--- config.mk ---
export PLATFORM = sky130hd
export DESIGN_NAME = audio_voice_mixer_flat
export DESIGN_NICKNAME = d
export VERILOG_FILES = /design/src/rtl/audio_voice_mixer_if.sv /design/src/rtl/audio_voice_mixer.sv /design/src/flat_wrapper.sv
export SDC_FILE = /design/constraint.sdc
export NUM_CORES = 1
export LEC_CHECK = 0
export ABC_CLOCK_PERIOD_IN_PS = 17110
export BUFFER_PORTS_ARGS = -buffer_cell sky130_fd_sc_hd__buf_4
export CAP_MARGIN = 15
export CORE_UTILIZATION = 50
export DETAILED_ROUTE_END_ITERATION = 16
export PLACE_DENSITY = 0.65
export SETUP_SLACK_MARGIN = 0.1
export SLEW_MARGIN = 5
export SYNTH_ARGS = -nofsm -noshare
export SYNTH_HDL_FRONTEND = slang
export SYNTH_SLANG_ARGS = --single-unit
export TNS_END_PERCENT = 10
--- constraint.sdc ---
create_clock -name clk -period 17.11 [get_ports clk]
set_clock_uncertainty 0.1 [all_clocks]
set_input_delay 0.8555 -clock clk [delete_from_list [all_inputs] [get_ports clk]]
set_output_delay 0.8555 -clock clk [all_outputs]
set_load 0.01 [all_outputs]
--- src/rtl/audio_voice_mixer_if.sv ---
// Voice fetch handshake and mixed-sample output shared by the mixer and its voices/PWM stage.
interface audio_voice_mixer_if #(
  parameter int NUM_VOICES = 4,
  parameter int AUD_BITS   = 12
);
  localparam int IDX_W = (NUM_VOICES > 1) ? $clog2(NUM_VOICES) : 1;

  logic                       fetch_req;
  logic [IDX_W-1:0]           fetch_idx;
  logic                       fetch_ack;
  logic signed [AUD_BITS-1:0] fetch_data;
  logic signed [AUD_BITS-1:0] mix_audio;
  logic                       mix_valid;

  modport master (
    output fetch_req, fetch_idx, mix_audio, mix_valid,
    input  fetch_ack, fetch_data
  );

  modport slave (
    input  fetch_req, fetch_idx, mix_audio, mix_valid,
    output fetch_ack, fetch_data
  );
endinterface

--- src/rtl/audio_voice_mixer.sv ---
// Polls enabled voices once per sample strobe, scales each by its volume and presents one
// saturated mixed sample (held until the next round completes).
module audio_voice_mixer #(
  parameter int NUM_VOICES = 4,
  parameter int AUD_BITS   = 12,
  parameter int VOL_BITS   = 8,
  parameter int TIMEOUT    = 15
) (
  input  logic                           clk,
  input  logic                           reset_n,
  input  logic                           sample_req,
  input  logic [NUM_VOICES-1:0]          voice_en,
  input  logic [NUM_VOICES*VOL_BITS-1:0] voice_vol,
  input  logic                           status_clr,
  output logic                           busy,
  output logic [NUM_VOICES-1:0]          timeout_flags,
  output logic                           overrun,
  audio_voice_mixer_if.master            bus
);
  localparam int IDX_W  = (NUM_VOICES > 1) ? $clog2(NUM_VOICES) : 1;
  localparam int PROD_W = AUD_BITS + VOL_BITS + 1;
  localparam int ACC_W  = PROD_W + $clog2(NUM_VOICES);
  localparam int CNT_W  = (TIMEOUT > 1) ? $clog2(TIMEOUT + 1) : 1;

  localparam logic signed [ACC_W-1:0] SAT_MAX = {{(ACC_W-AUD_BITS+1){1'b0}}, {(AUD_BITS-1){1'b1}}};
  localparam logic signed [ACC_W-1:0] SAT_MIN = {{(ACC_W-AUD_BITS+1){1'b1}}, {(AUD_BITS-1){1'b0}}};

  typedef enum logic [2:0] {
    S_IDLE, S_SCAN, S_WAIT, S_ACC, S_NEXT, S_DONE
  } state_t;

  state_t                     state;
  state_t                     state_nxt;
  logic [IDX_W-1:0]           idx;
  logic [CNT_W-1:0]           cnt;
  logic signed [AUD_BITS-1:0] sample;
  logic signed [ACC_W-1:0]    acc;
  logic signed [ACC_W-1:0]    acc_shift;
  logic signed [PROD_W-1:0]   prod;
  logic signed [AUD_BITS-1:0] sat_val;
  logic [VOL_BITS-1:0]        vol_sel;
  logic                       tmo_hit;
  logic                       last_voice;

  // An ack on the deadline cycle takes priority over the timeout.
  assign tmo_hit    = (state == S_WAIT) && !bus.fetch_ack && (cnt == CNT_W'(TIMEOUT - 1));
  assign last_voice = (idx == IDX_W'(NUM_VOICES - 1));
  assign vol_sel    = voice_vol[idx*VOL_BITS +: VOL_BITS];
  assign prod       = PROD_W'(sample) * PROD_W'($signed({1'b0, vol_sel}));
  assign acc_shift  = acc >>> VOL_BITS;
  assign bus.fetch_idx = idx;

  always_comb begin
    sat_val = acc_shift[AUD_BITS-1:0];
    if (acc_shift > SAT_MAX) begin
      sat_val = {1'b0, {(AUD_BITS-1){1'b1}}};
    end else if (acc_shift < SAT_MIN) begin
      sat_val = {1'b1, {(AUD_BITS-1){1'b0}}};
    end
  end

  always_ff @(posedge clk or negedge reset_n) begin
    if (!reset_n) begin
      state <= S_IDLE;
    end else begin
      state <= state_nxt;
    end
  end

  always_comb begin
    state_nxt = state;
    case (state)
      S_IDLE:  if (sample_req) state_nxt = S_SCAN;
      S_SCAN:  state_nxt = voice_en[idx] ? S_WAIT : S_NEXT;
      S_WAIT:  if (bus.fetch_ack || tmo_hit) state_nxt = S_ACC;
      S_ACC:   state_nxt = S_NEXT;
      S_NEXT:  state_nxt = last_voice ? S_DONE : S_SCAN;
      S_DONE:  state_nxt = S_IDLE;
      default: state_nxt = S_IDLE;
    endcase
  end

  always_comb begin
    bus.fetch_req = (state == S_WAIT);
    bus.mix_valid = (state == S_DONE);
    busy          = (state != S_IDLE);
  end

  // mix_audio is loaded on the NEXT->DONE step so it is already valid during the pulse.
  always_ff @(posedge clk or negedge reset_n) begin
    if (!reset_n) begin
      idx           <= '0;
      cnt           <= '0;
      sample        <= '0;
      acc           <= '0;
      bus.mix_audio <= '0;
    end else begin
      case (state)
        S_IDLE: begin
          if (sample_req) begin
            acc <= '0;
            idx <= '0;
          end
        end
        S_SCAN: cnt <= '0;
        S_WAIT: begin
          if (bus.fetch_ack) begin
            sample <= bus.fetch_data;
          end else if (tmo_hit) begin
            sample <= '0;
          end else begin
            cnt <= cnt + CNT_W'(1);
          end
        end
        S_ACC:  acc <= acc + ACC_W'(prod);
        S_NEXT: begin
          if (last_voice) begin
            bus.mix_audio <= sat_val;
          end else begin
            idx <= idx + IDX_W'(1);
          end
        end
        default: ;
      endcase
    end
  end

  // Later assignments win, so a new flag event beats a simultaneous clear.
  always_ff @(posedge clk or negedge reset_n) begin
    if (!reset_n) begin
      timeout_flags <= '0;
      overrun       <= 1'b0;
    end else begin
      if (status_clr) begin
        timeout_flags <= '0;
        overrun       <= 1'b0;
      end
      if (tmo_hit) begin
        timeout_flags[idx] <= 1'b1;
      end
      if (sample_req && (state != S_IDLE)) begin
        overrun <= 1'b1;
      end
    end
  end
endmodule
--- src/flat_wrapper.sv ---
// flat-port wrapper written by rule: the top's interface ports become plain ports
module audio_voice_mixer_flat 
#(
  parameter int NUM_VOICES = 4,
  parameter int AUD_BITS   = 12,
  parameter int VOL_BITS   = 8,
  parameter int TIMEOUT    = 15
)
  (clk, reset_n, sample_req, voice_en, voice_vol, status_clr, busy, timeout_flags, overrun, bus_fetch_req, bus_fetch_idx, bus_mix_audio, bus_mix_valid, bus_fetch_ack, bus_fetch_data);
  audio_voice_mixer_if #(.NUM_VOICES(NUM_VOICES), .AUD_BITS(AUD_BITS)) bus_i ();
  input  logic clk;
  input  logic reset_n;
  input  logic sample_req;
  input  logic [NUM_VOICES-1:0] voice_en;
  input  logic [NUM_VOICES*VOL_BITS-1:0] voice_vol;
  input  logic status_clr;
  output logic busy;
  output logic [NUM_VOICES-1:0] timeout_flags;
  output logic overrun;
  output wire logic [$bits(bus_i.fetch_req)-1:0] bus_fetch_req;
  output wire logic [$bits(bus_i.fetch_idx)-1:0] bus_fetch_idx;
  output wire logic [$bits(bus_i.mix_audio)-1:0] bus_mix_audio;
  output wire logic [$bits(bus_i.mix_valid)-1:0] bus_mix_valid;
  input wire logic [$bits(bus_i.fetch_ack)-1:0] bus_fetch_ack;
  input wire logic [$bits(bus_i.fetch_data)-1:0] bus_fetch_data;
  assign bus_fetch_req = bus_i.fetch_req;
  assign bus_fetch_idx = bus_i.fetch_idx;
  assign bus_mix_audio = bus_i.mix_audio;
  assign bus_mix_valid = bus_i.mix_valid;
  assign bus_i.fetch_ack = bus_fetch_ack;
  assign bus_i.fetch_data = bus_fetch_data;
  audio_voice_mixer #(.NUM_VOICES(NUM_VOICES), .AUD_BITS(AUD_BITS), .VOL_BITS(VOL_BITS), .TIMEOUT(TIMEOUT)) u_core (.clk(clk), .reset_n(reset_n), .sample_req(sample_req), .voice_en(voice_en), .voice_vol(voice_vol), .status_clr(status_clr), .busy(busy), .timeout_flags(timeout_flags), .overrun(overrun), .bus(bus_i));
endmodule
Word-level counts from Yosys, hierarchy flattened
Cells that the tools add are included.

Add/subtract/negate cells: 3. Multipliers: 1. $lt $le $gt $ge: 4. Eq/ne operators: 12. Shift operators: 1. Mux-type cells: 25. Bitwise logic cells: 1. Reductions and logical operators: 19.

Operators by type and width (number): $mux W12 (4); $pmux W23 S2 (1); $shiftx A32 B6 Y8 (1); $add A23 B21 Y23 (1); $mux W23 (1); $mul A12 B9 Y21 (1); $mux W4 (4); $gt A15 B12 Y1 const B (1); $lt A15 B12 Y1 const B (1); $pmux W3 S5 (1); $mux W3 (4); $reduce_bool A2 Y1 (5); $ne A2 B2 Y1 const B (4); $pmux W4 S2 (1); $reduce_and A2 Y1 (4); $eq A3 B2 Y1 const B (2); $eq A3 B3 Y1 const B (2); $reduce_and A3 Y1 (2); $add A4 B1 Y4 const B (1); $eq A4 B4 Y1 const B (1); $logic_and A1 B1 Y1 (4); $mux W1 (4); $mux W2 (2); $or A4 B4 Y4 (1); 13 further kinds (13).

Register bits after elaboration: 61. Output and inout bits: 22. Word-level logic and storage cells: 74.

Depth between registers and ports, before layout
Gate-level depths: netlist of the first run.

Depth after elaboration: 6. Gate-level depth with buffers: 22.

Worst setup path before layout of the first run
OpenSTA, ideal clock, no wires.

Path kind: register -> register. Start point: register u_core.idx[0] (netlist: u_core.bus.fetch_idx[0]). End point: register u_core.acc[20]. Setup time: 122 ps. Arrival: 6353 ps. Data required time: 16888 ps. Setup slack: 10535 ps. Cell stages (with the launch flop): 22. Buffers on the path: 3. Period minus slack after synthesis: 6575 ps. Cells stage by stage: dfrtp_1 > buf_2 > mux4_2 > clkbuf_1 > and2_1 > fa_1 > inv_1 > fa_1 > fa_1 > inv_1 > fa_1 > inv_1 > fa_1 > inv_1 > ha_1 > buf_2 > a21oi_1 > o31ai_1 > a221o_1 > a21o_1 > or3_1 > a32o_1.

Word-level cells in the longest chain between the ends: 4.

RTL lines: start, declared (line audio_voice_mixer.sv:34) `logic [IDX_W-1:0] idx;`; start signal, assigned (line audio_voice_mixer.sv:120) `idx <= idx + IDX_W'(1);`; $shiftx A32 B6 Y8 (line audio_voice_mixer.sv:48) `assign vol_sel = voice_vol[idx*VOL_BITS +: VOL_BITS];`; $mul A12 B9 Y21 (line audio_voice_mixer.sv:49) `assign prod = PROD_W'(sample) * PROD_W'($signed({1'b0, vol_sel}));`; $add A23 B21 Y23 (line audio_voice_mixer.sv:115) `S_ACC: acc <= acc + ACC_W'(prod);`; $pmux W23 S2 (line audio_voice_mixer.sv:98) `case (state)`; end signal, assigned (line audio_voice_mixer.sv:115); end, declared (line audio_voice_mixer.sv:37) `logic signed [ACC_W-1:0] acc;`.

No other way between the ends. A chain may end at the register's enable or synchronous reset.

Worst setup path in the final report of the first run
Start point: register u_core.idx[0] (netlist: u_core.bus.fetch_idx[0]). End point: register u_core.acc[22].

The elaborated chain is that of the path after synthesis.

==> results of run 1 <==
layer usage:
layer	routed length [µm]	vias to the layer above	global-route usage [%]
li1	-	2701	-
met1	7130	2895	31.6
met2	8720	121	39.9
met3	713	14	4.11
met4	150	0	5.57
met5	0	-	0
cells in the final DEF, fill, tap and decap left out, types with 3 or more instances in the layout:
| master | netlist | routed |
|---|---|---|
| sky130_fd_sc_hd__dfrtp_1 | 61 | 61 |
| sky130_fd_sc_hd__mux4_2 | 9 | 9 |
| sky130_fd_sc_hd__nor3_1 | 5 | 5 |
| sky130_fd_sc_hd__xnor2_1 | 10 | 10 |
| sky130_fd_sc_hd__a221o_1 | 4 | 4 |
| sky130_fd_sc_hd__a32o_1 | 4 | 4 |
| sky130_fd_sc_hd__nor2_1 | 18 | 18 |
| sky130_fd_sc_hd__clkbuf_16 | 0 | 9 |
| sky130_fd_sc_hd__a31oi_1 | 3 | 3 |
| sky130_fd_sc_hd__buf_4 | 0 | 75 |
| sky130_fd_sc_hd__a21o_1 | 9 | 9 |
| sky130_fd_sc_hd__a22o_1 | 9 | 9 |
| sky130_fd_sc_hd__nand4_1 | 4 | 4 |
| sky130_fd_sc_hd__ha_1 | 57 | 57 |
| sky130_fd_sc_hd__o21ai_0 | 39 | 39 |
| sky130_fd_sc_hd__o21ai_1 | 14 | 14 |
| sky130_fd_sc_hd__and2_1 | 51 | 51 |
| sky130_fd_sc_hd__nand2_1 | 141 | 141 |
| sky130_fd_sc_hd__nand3_1 | 8 | 8 |
| sky130_fd_sc_hd__a21oi_1 | 20 | 20 |
| sky130_fd_sc_hd__inv_1 | 157 | 157 |
| sky130_fd_sc_hd__or3_1 | 6 | 6 |
| sky130_fd_sc_hd__xor2_1 | 7 | 7 |
| sky130_fd_sc_hd__fa_1 | 99 | 99 |
| sky130_fd_sc_hd__nand2b_1 | 3 | 3 |
| sky130_fd_sc_hd__clkbuf_8 | 0 | 4 |
metrics by stage:
| step | hold WS (ns) | util [%] | instance area [µm²] | instances |
|---|---|---|---|---|
| 6_report | 0.364 | 57.8 | 8360 | 1059 |
| 5_1_grt | 0.399 | 57.8 | 8360 | 1059 |
| 4_1_cts | 0.370 | 57.8 | 8360 | 1059 |
| 3_5_place_dp | 0.357 | 55.4 | 8020 | 1043 |
| 3_3_place_gp | 0.353 | 55.4 | 8020 | 1043 |
| 2_1_floorplan | 0.350 | - | 7380 | 822 |
worst max-delay path: cells and delay by family (launching register included):
kind	cells	cell delay, ns
AND/OR/NAND/NOR	1	0.26
multiplexers	1	0.74
flip-flops	1	0.85
buffers and inverters	4	0.41
AO/OA/AOI/OAI	6	1.40
adder cells (fa/ha/maj)	6	3.03
flip-flops by register name (all words and copies together), names as in the netlist:
| signal | cells |
|---|---|
| u_core.bus.mix_audio | 12 |
| u_core.bus.fetch_idx | 2 |
| u_core.overrun | 1 |
| u_core.sample | 12 |
| u_core.acc | 23 |
| u_core.cnt | 4 |
| u_core.state | 3 |
| u_core.timeout_flags | 4 |
area by class of cell:
class | count | area, µm² | area share [%]
Clock buffer | 13 | 280 | 3.35
Clock inverter | 3 | 65.1 | 0.778
Inverter | 158 | 593 | 7.09
Multi-Input combinational cell | 565 | 5100 | 61.0
Sequential cell | 61 | 1530 | 18.3
Tap cell | 184 | 230 | 2.75
Timing Repair Buffer | 75 | 563 | 6.73
cells by family after synthesis:
family                   count (synthesis)  synth area share [%]
multiplexers                            10                  2.90
adder cells (fa/ha/maj)                156                  36.5
AND/OR/NAND/NOR                        252                  16.1
buffers and inverters                  196                  10.2
AO/OA/AOI/OAI                          130                  11.6
flip-flops                              61                  20.7
XOR/XNOR                                17                  2.02
worst min-delay path by stage:
stage,endpoint,slack [ns],depth (start not counted)
after detailed placement,u_core.bus.mix_audio[5],0.36,2
after global routing,u_core.bus.mix_audio[4],0.40,2
final,u_core.bus.mix_audio[5],0.36,2
after CTS,u_core.bus.mix_audio[5],0.37,2
after floorplan,u_core.acc[5],0.35,2
after global placement,u_core.bus.mix_audio[7],0.35,2
==> out/metrics.sh, run 1 <==
TIMING.SETUP.CRITICAL_PATH_CLASS='reg2reg'
WORST_EP_REQUIRED_TIME_NS=17.25
SYNTH_TOP_AREA_CELL='sky130_fd_sc_hd__fa_1'
CTS_TREE='yes'
SYN_AREA_PER_CELL_UM2=8.98
CORE_AREA_UM2=14500
OUTCOME='finished, final reports clean'
SLOWEST_DELAY_NS=0.85
YOSYSTOPAREACELLSHARE_PCT=26.8
DIE_X_UM=124
DRT-WIRELENGTH-PER-CELL_UM=15.8
FINAL_SETUP_VIOLATION_COUNT=0
SYNTH_NETS=1031
R2R-START='u_core.bus.fetch_idx[0]'
WL_MM=16.7
VIA_COUNT_OF_THE_FIRST_GLOBAL_ROUTING_PASS=5590
REG2REG_SETUP_SLACK_NS=10.19
CRITICAL_PATH_CELL_WITH_THE_HIGHEST_STAGE_DELAY='sky130_fd_sc_hd__dfrtp_1'
WORSTREGTOREGCELLS=18
CTS_SINKS=61
SYN-CELL-AREA_UM2=7380
SYNTHDISTINCTLIBCELLS=60
STARTPOINT_TYPE='flip-flop'
FINALWORSTSETUPSLACK_NS=10.19
INSERTION_DELAY_NS=0.35
SYNTHESIS.INSTANCES=822
CRIT_END='u_core.acc[22]'
FRACTION_OF_LAYOUT_INSTANCES_USING_A_DRIVE_STRENGTH_ABOVE_1_PCT=12.6
REGTOREGENDPOINT='u_core.acc[22]'
POST_CTS_BUFFERS=0
SYNTH_SEQUENTIAL_AREA_RATIO_PCT=20.7
FINAL_MIN_PERIOD_OVER_CLOCK_PERIOD_PCT=40.5
CTS_REPAIR_RESIZE_COUNT=0
SYNTHTOLAYOUTAREAGROWTH_PCT=13.3
H-TREE-DEPTH=3
DRT_PASS1_ITERATIONS=9
ROUTABILITYCONGESTION=0.916
DOMINANTREGCELLSYNTH='sky130_fd_sc_hd__dfrtp_1'
TIMING.CRITICAL_PATH.MODE_CELL='sky130_fd_sc_hd__fa_1'
CRITICAL_PATH_ARRIVAL_NS=7.06
CRIT_END_ELEMENT='flip-flop'
SYNTH_TOP_CELLS_BY_AREA='sky130_fd_sc_hd__fa_1 27%, sky130_fd_sc_hd__dfrtp_1 21%, sky130_fd_sc_hd__ha_1 9.7%'
GLOBALROUTEOVERFLOWTOTAL=0
DETAILED_ROUTER_S_FIRST_ITERATION_VIOLATION_COUNT=337
WORST_HOLD_PATH_TYPE='reg2reg'
SYNTH_WARNINGS=0
LAYOUT.NETS=1079
IO_PINS=75
FIN_SETUP_TNS_NS=0
MAX_SLEW_HEADROOM_AT_THE_WORST_PIN_PCT=37.1
YS_TOP_CELLS_BY_COUNT='157 x sky130_fd_sc_hd__inv_1, 141 x sky130_fd_sc_hd__nand2_1, 99 x sky130_fd_sc_hd__fa_1'
COUNT_OF_MAXIMUM_CAPACITANCE_VIOLATIONS=0
RSZ_0062_RAISED_AFTER_GLOBAL_ROUTING='no'
PLACE.DETAILED.HPWL_MM=13.4
YS_FF_LATCH=61
ACTUAL_SLEW_AT_THE_WORST_MAX_SLEW_PIN_NS=0.943
DRT_DRC_VIOLATIONS_LEFT=0
GRT_FIRST_PASS_WIRELENGTH_MM=27.3
NUMBER_OF_ANTENNA_VIOLATIONS_AT_THE_FIRST_CHECK_IN_GLOBAL_ROUTING=0
MIN_PERIOD_NS=6.92
POST-SYNTH-TOP-COUNT-CELL='sky130_fd_sc_hd__inv_1'
FLOORPLAN.DIE.HEIGHT_UM=124
FLOORPLAN.DIE_AREA_UM2=15300
CLKTRANSATPATHREGS_NS=0.06
ANT_NETS=0
GLOBAL_ROUTE.USAGE.TOTAL_PCT=23.6
INITIAL_CORE_UTILIZATION_PCT=51.0
PORT_BUFFERS=74
TIMING.CRITICAL_PATH.FROM='u_core.bus.fetch_idx[0]'
YS_ASYNC_SR_FRACTION_PCT=100
TRITONCTS.NUM_BUFFERS=9
DRV_SLEW=0
DRT-VIAS-PER-INSTANCE=5.41
CRITPATHMAXFANOUT=16
CP_CELL_SEQUENCE='mux4_2 > and2_1 > fa_1 > inv_1 > fa_1 > fa_1 > inv_1 > fa_1 > inv_1 > fa_1 > inv_1 > ha_1 > a21oi_1 > o31ai_1 > a221o_1 > a222oi_1 > a31oi_1 > o31ai_2'
GRT_START_MAX_NET_PINS=62
FILLERS=1329
ANTENNA_CELLS_INSERTED=0
FMAX_GHz=0.144
REPORT.FINAL.HOLD_VIOL_COUNT=0
CLK_ROOT_BUFFER_CELL='sky130_fd_sc_hd__clkbuf_16'
PRE_CTS_SLACK_NS=10.17
HOLD_BUFFERS=0
COUNT_OF_FLIP_FLOPS_WITH_A_BUILT_IN_ENABLE_AFTER_SYNTHESIS=0
NUMBER_OF_VIAS_IN_THE_ROUTED_LAYOUT=5731
CLOCKBUFFERDEPTH=2
HOLD_PATH.STARTPOINT='u_core.bus.mix_audio[5]'
STD_CELL_ROWS=44
Power of run 1 is not shown: default switching activity piles up to over one toggle a cycle in this logic, so the estimate is an artifact.
==> inputs of run 2 (changes only) <==
--- a/config.mk
+++ b/config.mk
@@ -5,7 +5,7 @@
 export SDC_FILE = /design/constraint.sdc
 export NUM_CORES = 1
 export LEC_CHECK = 0
-export ABC_CLOCK_PERIOD_IN_PS = 17110
+export ABC_CLOCK_PERIOD_IN_PS = 6430
 export BUFFER_PORTS_ARGS = -buffer_cell sky130_fd_sc_hd__buf_4
 export CAP_MARGIN = 15
 export CORE_UTILIZATION = 50
==> constraint.sdc (replaced) <==
create_clock -name clk -period 6.43 [get_ports clk]
set_clock_uncertainty 0.1 [all_clocks]
set_input_delay 0.3215 -clock clk [delete_from_list [all_inputs] [get_ports clk]]
set_output_delay 0.3215 -clock clk [all_outputs]
set_load 0.01 [all_outputs]
==> run 2 against run 1 <==
  * The flow now finishes with violations (hold timing)
  * Core utilization up 0.63 points
  * First-iteration DRC count rose by 14%
  * Critical endpoint unchanged
  * Maximum frequency increased by 14%
  * Final cell count up 1.6%
  * Sequential share of layout area fell by 0.18 points
  * Flip-flop and latch count did not move
  * Die area stayed put
  * Worst setup slack got worse by 9.9 ns
  * Global-route usage up 0.22 points
  * Count of clock-buffer cells in the layout shrank 1
  * Wire length grew 2.8%
  * Cell area is 1.1% higher
  * Highest routed layer unchanged
==> out/metrics.sh, run 2 (synthesis results as in run 1) <==
STARTPOINT_TYPE='flip-flop'
WORST_HOLD_PATH_TYPE='in2async'
GLOBAL_ROUTE.USAGE.TOTAL_PCT=23.9  # +0.22 points
CTS_TREE='yes'
WL_MM=17.2  # +2.8%
FLOORPLAN.DIE_AREA_UM2=15300  # unchanged
DRV_SLEW=0  # unchanged
FINISH.UTILIZATION_PCT=58.4  # +0.63 points
TIMING.CRITICAL_PATH.MODE_CELL='sky130_fd_sc_hd__fa_1'
HOLD_SLACK_NS=-0.0185  # -0.383 ns
ACTUAL_SLEW_AT_THE_WORST_MAX_SLEW_PIN_NS=1.13  # +0.186 ns
GRT_FIRST_PASS_WIRELENGTH_MM=27.5  # +0.94%
H-TREE-DEPTH=3  # unchanged
FINAL_MIN_PERIOD_OVER_CLOCK_PERIOD_PCT=94.8  # +54 points
WORST_EP_REQUIRED_TIME_NS=6.52  # -10.73 ns
LARGEST_REG_FLOPS=23  # unchanged
TIMING.CRITICAL_PATH.FROM='u_core.bus.fetch_idx[0]'
CRITICAL_PATH_ARRIVAL_NS=6.19  # -0.87 ns
CRIT_END_ELEMENT='flip-flop'
CRITPATHBUFINV=6  # +2
STD_CELL_ROWS=44  # unchanged
VIOLATIONS='hold timing'
CLK_ROOT_BUFFER_CELL='sky130_fd_sc_hd__clkbuf_16'
CRITICAL_PATH_CELL_WITH_THE_HIGHEST_STAGE_DELAY='sky130_fd_sc_hd__fa_1'
MOSTFREQUENTLAYOUTCELLS='156 x sky130_fd_sc_hd__inv_1, 141 x sky130_fd_sc_hd__nand2_1, 98 x sky130_fd_sc_hd__fa_1'
MOSTFREQUENTLAYOUTCELL='sky130_fd_sc_hd__inv_1'
IO_PINS=75  # unchanged
NUMBER_OF_ANTENNA_VIOLATIONS_AT_THE_FIRST_CHECK_IN_GLOBAL_ROUTING=0  # unchanged
DRT-WIRELENGTH-PER-CELL_UM=16.0  # +1.2%
TIMING.SETUP.CRITICAL_PATH_CLASS='reg2reg'
PLACE.DETAILED.HPWL_MM=13.7  # +2.1%
WORST_PATH_DOMINANT_CELL_FAMILY='adder cells'
ROUTABILITYCONGESTION=0.914  # -0.22%
GLOBALROUTEOVERFLOWTOTAL=0  # unchanged
PLACE_AREA_UM2=8130  # +1.4%
HOLD_BUFFERS=0  # unchanged
FLOORPLAN.DIE.HEIGHT_UM=124  # unchanged
FIN_SETUP_TNS_NS=0  # unchanged
TRITONCTS.NUM_BUFFERS=9  # unchanged
POSTLAYOUTCELLAREA_UM2=8450  # +1.1%
CLOCKBUFFERDEPTH=2  # unchanged
GRT_START_MAX_NET_PINS=62  # unchanged
SLOWEST_DELAY_NS=0.54  # -0.31 ns
MAX_SLEW_HEADROOM_AT_THE_WORST_PIN_PCT=24.7  # -12 points
DIE_X_UM=124  # unchanged
ANTENNA_CELLS_INSERTED=0  # unchanged
NUMBER_OF_VIAS_IN_THE_ROUTED_LAYOUT=5846  # +2.0%
CRITPATHMAXFANOUT=10  # -6
RSZ_0062_RAISED_AFTER_GLOBAL_ROUTING='no'
CTS_SINKS=61  # unchanged
LARGEST-REGISTER='u_core.acc'
MIN_PERIOD_NS=6.10  # -0.825 ns
INSERTION_DELAY_NS=0.34  # about the same
DRT_PASS1_ITERATIONS=7  # -2
VIA_COUNT_OF_THE_FIRST_GLOBAL_ROUTING_PASS=5787  # +3.5%
PORT_BUFFERS=74  # unchanged
CP_CELL_SEQUENCE='buf_4 > mux4_2 > buf_4 > and2_1 > fa_1 > fa_1 > inv_1 > fa_1 > inv_1 > fa_1 > inv_1 > fa_1 > inv_1 > ha_1 > and4_1 > and3_4 > o21ai_4 > a2111o_1 > a31oi_1 > o31ai_2'
DETAILED_ROUTER_S_FIRST_ITERATION_VIOLATION_COUNT=385  # +14%
REPORT.FINAL.HOLD_VIOL_COUNT=31  # +31
FINAL_SETUP_VIOLATION_COUNT=0  # unchanged
FRACTION_OF_LAYOUT_INSTANCES_USING_A_DRIVE_STRENGTH_ABOVE_1_PCT=14.8  # +2.2 points
INITIAL_CORE_UTILIZATION_PCT=51.0  # unchanged
FMAX_GHz=0.164  # +14%
CORE_AREA_UM2=14500  # unchanged
CLKTRANSATPATHREGS_NS=0.05  # about the same
OUTCOME='finished, violations left'
DRT_DRC_VIOLATIONS_LEFT=0  # unchanged
ANT_NETS=0  # unchanged
COUNT_OF_MAXIMUM_CAPACITANCE_VIOLATIONS=0  # unchanged
LAYOUT.NETS=1098  # +1.8%
SYNTHTOLAYOUTAREAGROWTH_PCT=14.5
DRT-VIAS-PER-INSTANCE=5.43  # +0.40%
R2R-START='u_core.bus.fetch_idx[0]'
REG.LARGEST.LIST='u_core.acc (23), u_core.bus.mix_audio (12), u_core.sample (12)'
-- run 2: metal layers --
layer	track usage, %	part of all wire (%)
met1	30.7	43
met2	40.3	51
met3	3.97	4.6
met4	8.73	1.6
met5	0	0
-- run 2: path summary, 6_finish.rpt --
path | cells past startpoint | end | slack [ns]
setup / recovery | 20 | u_core.acc[22] | 0.33
hold / removal | 1 | u_core.acc[7] | -0.02
setup reg to reg | 20 | u_core.acc[22] | 0.33
hold reg to reg | 2 | u_core.bus.mix_audio[6] | 0.37
max in group asynchronous | 1 | u_core.bus.fetch_idx[0] | 5.63
min in group clk | 3 | u_core.sample[1] | 0.09
-- run 2: layout make-up --
class,count,area (µm²)
fillers,1274,6030
multi-input cells,565,5110
flip-flops and latches,61,1530
repair buffers,94,718
inverters,158,596
clock buffers,12,256
well taps,184,230
clock inverters,2,10.0
-- run 2: what timing repair did --
item                                    CTS  global route
endpoints found under the setup margin    2             8
gates resized for setup                   0             4
buffers inserted                          1             4
hold endpoints to repair                  0             0
-- run 2: per-stage QoR --
step | worst slack (ns) | std cells
2_1_floorplan | 0.145 | 822
3_5_place_dp | 0.0929 | 1057
3_3_place_gp | 0.165 | 1057
6_report | 0.331 | 1076
4_1_cts | 0.126 | 1072
5_1_grt | 0.109 | 1076
Power of run 2 is left out for the same reason.
==> inputs of run 3 (changes only) <==
--- a/config.mk
+++ b/config.mk
@@ -5,12 +5,14 @@
 export SDC_FILE = /design/constraint.sdc
 export NUM_CORES = 1
 export LEC_CHECK = 0
-export ABC_CLOCK_PERIOD_IN_PS = 6430
+export ABC_CLOCK_PERIOD_IN_PS = 6300
 export BUFFER_PORTS_ARGS = -buffer_cell sky130_fd_sc_hd__buf_4
 export CAP_MARGIN = 15
 export CORE_UTILIZATION = 50
 export DETAILED_ROUTE_END_ITERATION = 16
 export PLACE_DENSITY = 0.65
+export RECOVER_POWER = 50
+export REMOVE_ABC_BUFFERS = 1
 export SETUP_SLACK_MARGIN = 0.1
 export SLEW_MARGIN = 5
 export SYNTH_ARGS = -nofsm -noshare
==> constraint.sdc (replaced) <==
create_clock -name clk -period 6.3 [get_ports clk]
set_clock_uncertainty 0.1 [all_clocks]
set_input_delay 0.315 -clock clk [delete_from_list [all_inputs] [get_ports clk]]
set_output_delay 0.315 -clock clk [all_outputs]
set_load 0.01 [all_outputs]
==> run 3 against run 2 <==
  * Wire length increased by 1.4%
  * Flip-flop and latch count did not move
  * Cell area rose by 4.6%
  * Maximum frequency is essentially flat
  * The flow finishes with violations (capacitance limit, slew limit)
  * Critical path depth unchanged
  * Non-clock buffer count is 24 higher
  * Via count up 2.1%
  * Die area stayed put
  * Global-route usage fell by 0.073 points
  * Register-to-register slack worse by 0.13 ns
  * Critical path type unchanged
  * Count of clock-buffer cells in the layout shrank 2
==> out/metrics.sh, run 3 (synthesis results as in run 1) <==
MOSTFREQUENTLAYOUTCELL='sky130_fd_sc_hd__inv_1'
CRITPATHMAXFANOUT=6  # -4
GLOBALROUTEOVERFLOWTOTAL=0  # unchanged
FINALWORSTSETUPSLACK_NS=0.198  # -0.133 ns
TIMING.SETUP.CRITICAL_PATH_CLASS='reg2reg'
PORT_BUFFERS=74  # unchanged
CTS_TREE='yes'
INITIAL_CORE_UTILIZATION_PCT=51.0  # unchanged
REG.LARGEST.LIST='u_core.acc (23), u_core.bus.mix_audio (12), u_core.sample (12)'
REPORT.FINAL.HOLD_VIOL_COUNT=0  # -100%
ROUTABILITYCONGESTION=0.868  # -4.9%
CORE_AREA_UM2=14500  # unchanged
CTS_SINKS=61  # unchanged
DRT-VIAS-PER-INSTANCE=5.41  # -0.43%
GRT_START_MAX_NET_PINS=62  # unchanged
H-TREE-DEPTH=3  # unchanged
WORST_HOLD_PATH_TYPE='in2reg'
CRITICAL_PATH_ARRIVAL_NS=6.22  # +0.03 ns
FLOORPLAN.DIE.HEIGHT_UM=124  # unchanged
FLOORPLAN.DIE_AREA_UM2=15300  # unchanged
WORST_EP_REQUIRED_TIME_NS=6.42  # -0.10 ns
TRITONCTS.NUM_BUFFERS=9  # unchanged
FMAX_GHz=0.164  # about the same
CRIT_END_ELEMENT='flip-flop'
VIA_COUNT_OF_THE_FIRST_GLOBAL_ROUTING_PASS=5827  # +0.69%
WL_MM=17.4  # +1.4%
NUMBER_OF_ANTENNA_VIOLATIONS_AT_THE_FIRST_CHECK_IN_GLOBAL_ROUTING=0  # unchanged
DRT_PASS1_ITERATIONS=7  # unchanged
STARTPOINT_TYPE='flip-flop'
ANT_NETS=0  # unchanged
LARGEST-REGISTER='u_core.acc'
OUTCOME='finished, violations left'
CLKTRANSATPATHREGS_NS=0.06  # about the same
SYNTHTOLAYOUTAREAGROWTH_PCT=19.7
ACTUAL_SLEW_AT_THE_WORST_MAX_SLEW_PIN_NS=3.50  # +2.37 ns
COUNT_OF_MAXIMUM_CAPACITANCE_VIOLATIONS=1  # +1
MIN_PERIOD_NS=6.10  # +0.00339 ns
PRE_CTS_SLACK_NS=0.0107  # -0.0823 ns
IO_PINS=75  # unchanged
DRT-WIRELENGTH-PER-CELL_UM=15.8  # -1.1%
NUMBER_OF_VIAS_IN_THE_ROUTED_LAYOUT=5967  # +2.1%
VIOLATIONS='capacitance limit, slew limit'
STD_CELL_ROWS=44  # unchanged
PLACE.DETAILED.HPWL_MM=13.5  # -1.2%
CLK_ROOT_BUFFER_CELL='sky130_fd_sc_hd__clkbuf_16'
LAYOUT.NETS=1123  # +2.3%
DRT_DRC_VIOLATIONS_LEFT=0  # unchanged
MOSTFREQUENTLAYOUTCELLS='154 x sky130_fd_sc_hd__inv_1, 138 x sky130_fd_sc_hd__nand2_1, 95 x sky130_fd_sc_hd__fa_1'
FINAL_SETUP_VIOLATION_COUNT=0  # unchanged
FRACTION_OF_LAYOUT_INSTANCES_USING_A_DRIVE_STRENGTH_ABOVE_1_PCT=18.2  # +3.4 points
INSERTION_DELAY_NS=0.34  # about the same
DIE_X_UM=124  # unchanged
GLOBAL_ROUTE.USAGE.TOTAL_PCT=23.8  # -0.073 points
RSZ_0062_RAISED_AFTER_GLOBAL_ROUTING='yes'
DETAILED_ROUTER_S_FIRST_ITERATION_VIOLATION_COUNT=389  # +1.0%
ANTENNA_CELLS_INSERTED=0  # unchanged
CLOCKBUFFERDEPTH=2  # unchanged
MAX_SLEW_HEADROOM_AT_THE_WORST_PIN_PCT=-133  # -160 points
FINAL_MIN_PERIOD_OVER_CLOCK_PERIOD_PCT=96.9  # +2.0 points
DRV_SLEW=62  # +62
GRT_FIRST_PASS_WIRELENGTH_MM=27.7  # +0.68%
LARGEST_REG_FLOPS=23  # unchanged
[run 3: worst max-delay path, stage by stage, from the launching register on]
cell and delay (ns):
sky130_fd_sc_hd__dfrtp_2 0.45, sky130_fd_sc_hd__buf_6 0.12, sky130_fd_sc_hd__mux4_2 0.50, sky130_fd_sc_hd__and2_4 0.18, sky130_fd_sc_hd__fa_1 0.53, sky130_fd_sc_hd__clkinvlp_4 0.16, sky130_fd_sc_hd__buf_6 0.15, sky130_fd_sc_hd__fa_1 0.52
sky130_fd_sc_hd__inv_1 0.06, sky130_fd_sc_hd__fa_1 0.51, sky130_fd_sc_hd__fa_1 0.54, sky130_fd_sc_hd__inv_1 0.05, sky130_fd_sc_hd__fa_1 0.50, sky130_fd_sc_hd__inv_1 0.07, sky130_fd_sc_hd__ha_4 0.29, sky130_fd_sc_hd__buf_6 0.11
sky130_fd_sc_hd__and3_4 0.19, sky130_fd_sc_hd__nand2_1 0.07, sky130_fd_sc_hd__or3_4 0.38, sky130_fd_sc_hd__o2111a_1 0.24, sky130_fd_sc_hd__a221o_1 0.25
[run 3: per-stage QoR]
step	util, %	setup TNS [ns]	hold slack [ns]	std cells	area, µm²
finish	61.1	0	0.0816	1103	8840
global route	61.1	-0.0000573	0.0943	1103	8840
CTS	59.0	0	0.0759	1088	8540
detailed placement	56.8	0	0.357	1070	8220
global placement	56.8	0	0.349	1070	8220
floorplan	-	-0.315	-0.0806	784	7220
[run 3: area by class of cell]
type | count | area, µm²
Clock inverter | 6 | 62.6
Sequential cell | 61 | 1530
Inverter | 158 | 597
Timing Repair Buffer | 118 | 855
Tap cell | 184 | 230
Fill cell | 1291 | 5640
Clock buffer | 10 | 239
Multi-Input combinational cell | 566 | 5330
[run 3: metal layers]
| layer | vias to the layer above | wire (µm) | GRT usage [%] |
|---|---|---|---|
| li1 | 2794 | - | - |
| met1 | 3016 | 7660 | 31.8 |
| met2 | 134 | 8790 | 39.2 |
| met3 | 23 | 646 | 4.11 |
| met4 | 0 | 324 | 7.83 |
| met5 | - | 0 | 0 |
[run 3: worst paths after layout]
path / from / slack [ns] / endpoint / depth (start not counted)
hold / removal: bus_fetch_data[11] / 0.08 / u_core.sample[11] / 3
hold reg to reg: u_core.bus.mix_audio[7] / 0.36 / u_core.bus.mix_audio[7] / 2
max in group asynchronous: reset_n / 2.25 / u_core.bus.fetch_idx[0] / 2
setup reg to reg: u_core.bus.fetch_idx[0] / 0.20 / u_core.acc[21] / 20
setup / recovery: u_core.bus.fetch_idx[0] / 0.20 / u_core.acc[21] / 20
min in group asynchronous: reset_n / 1.62 / u_core.bus.mix_audio[0] / 2
[run 3: repair_timing]
action / 4_1_cts / 5_1_grt
gates cloned: 0 / 1
setup endpoints to repair: 5 / 9
endpoints found under the hold margin: 10 / 0
pin swaps: 0 / 28
setup buffers: 1 / 14
hold buffers: 1 / 0
gates resized for setup: 1 / 48
Power of run 3 is left out for the same reason.
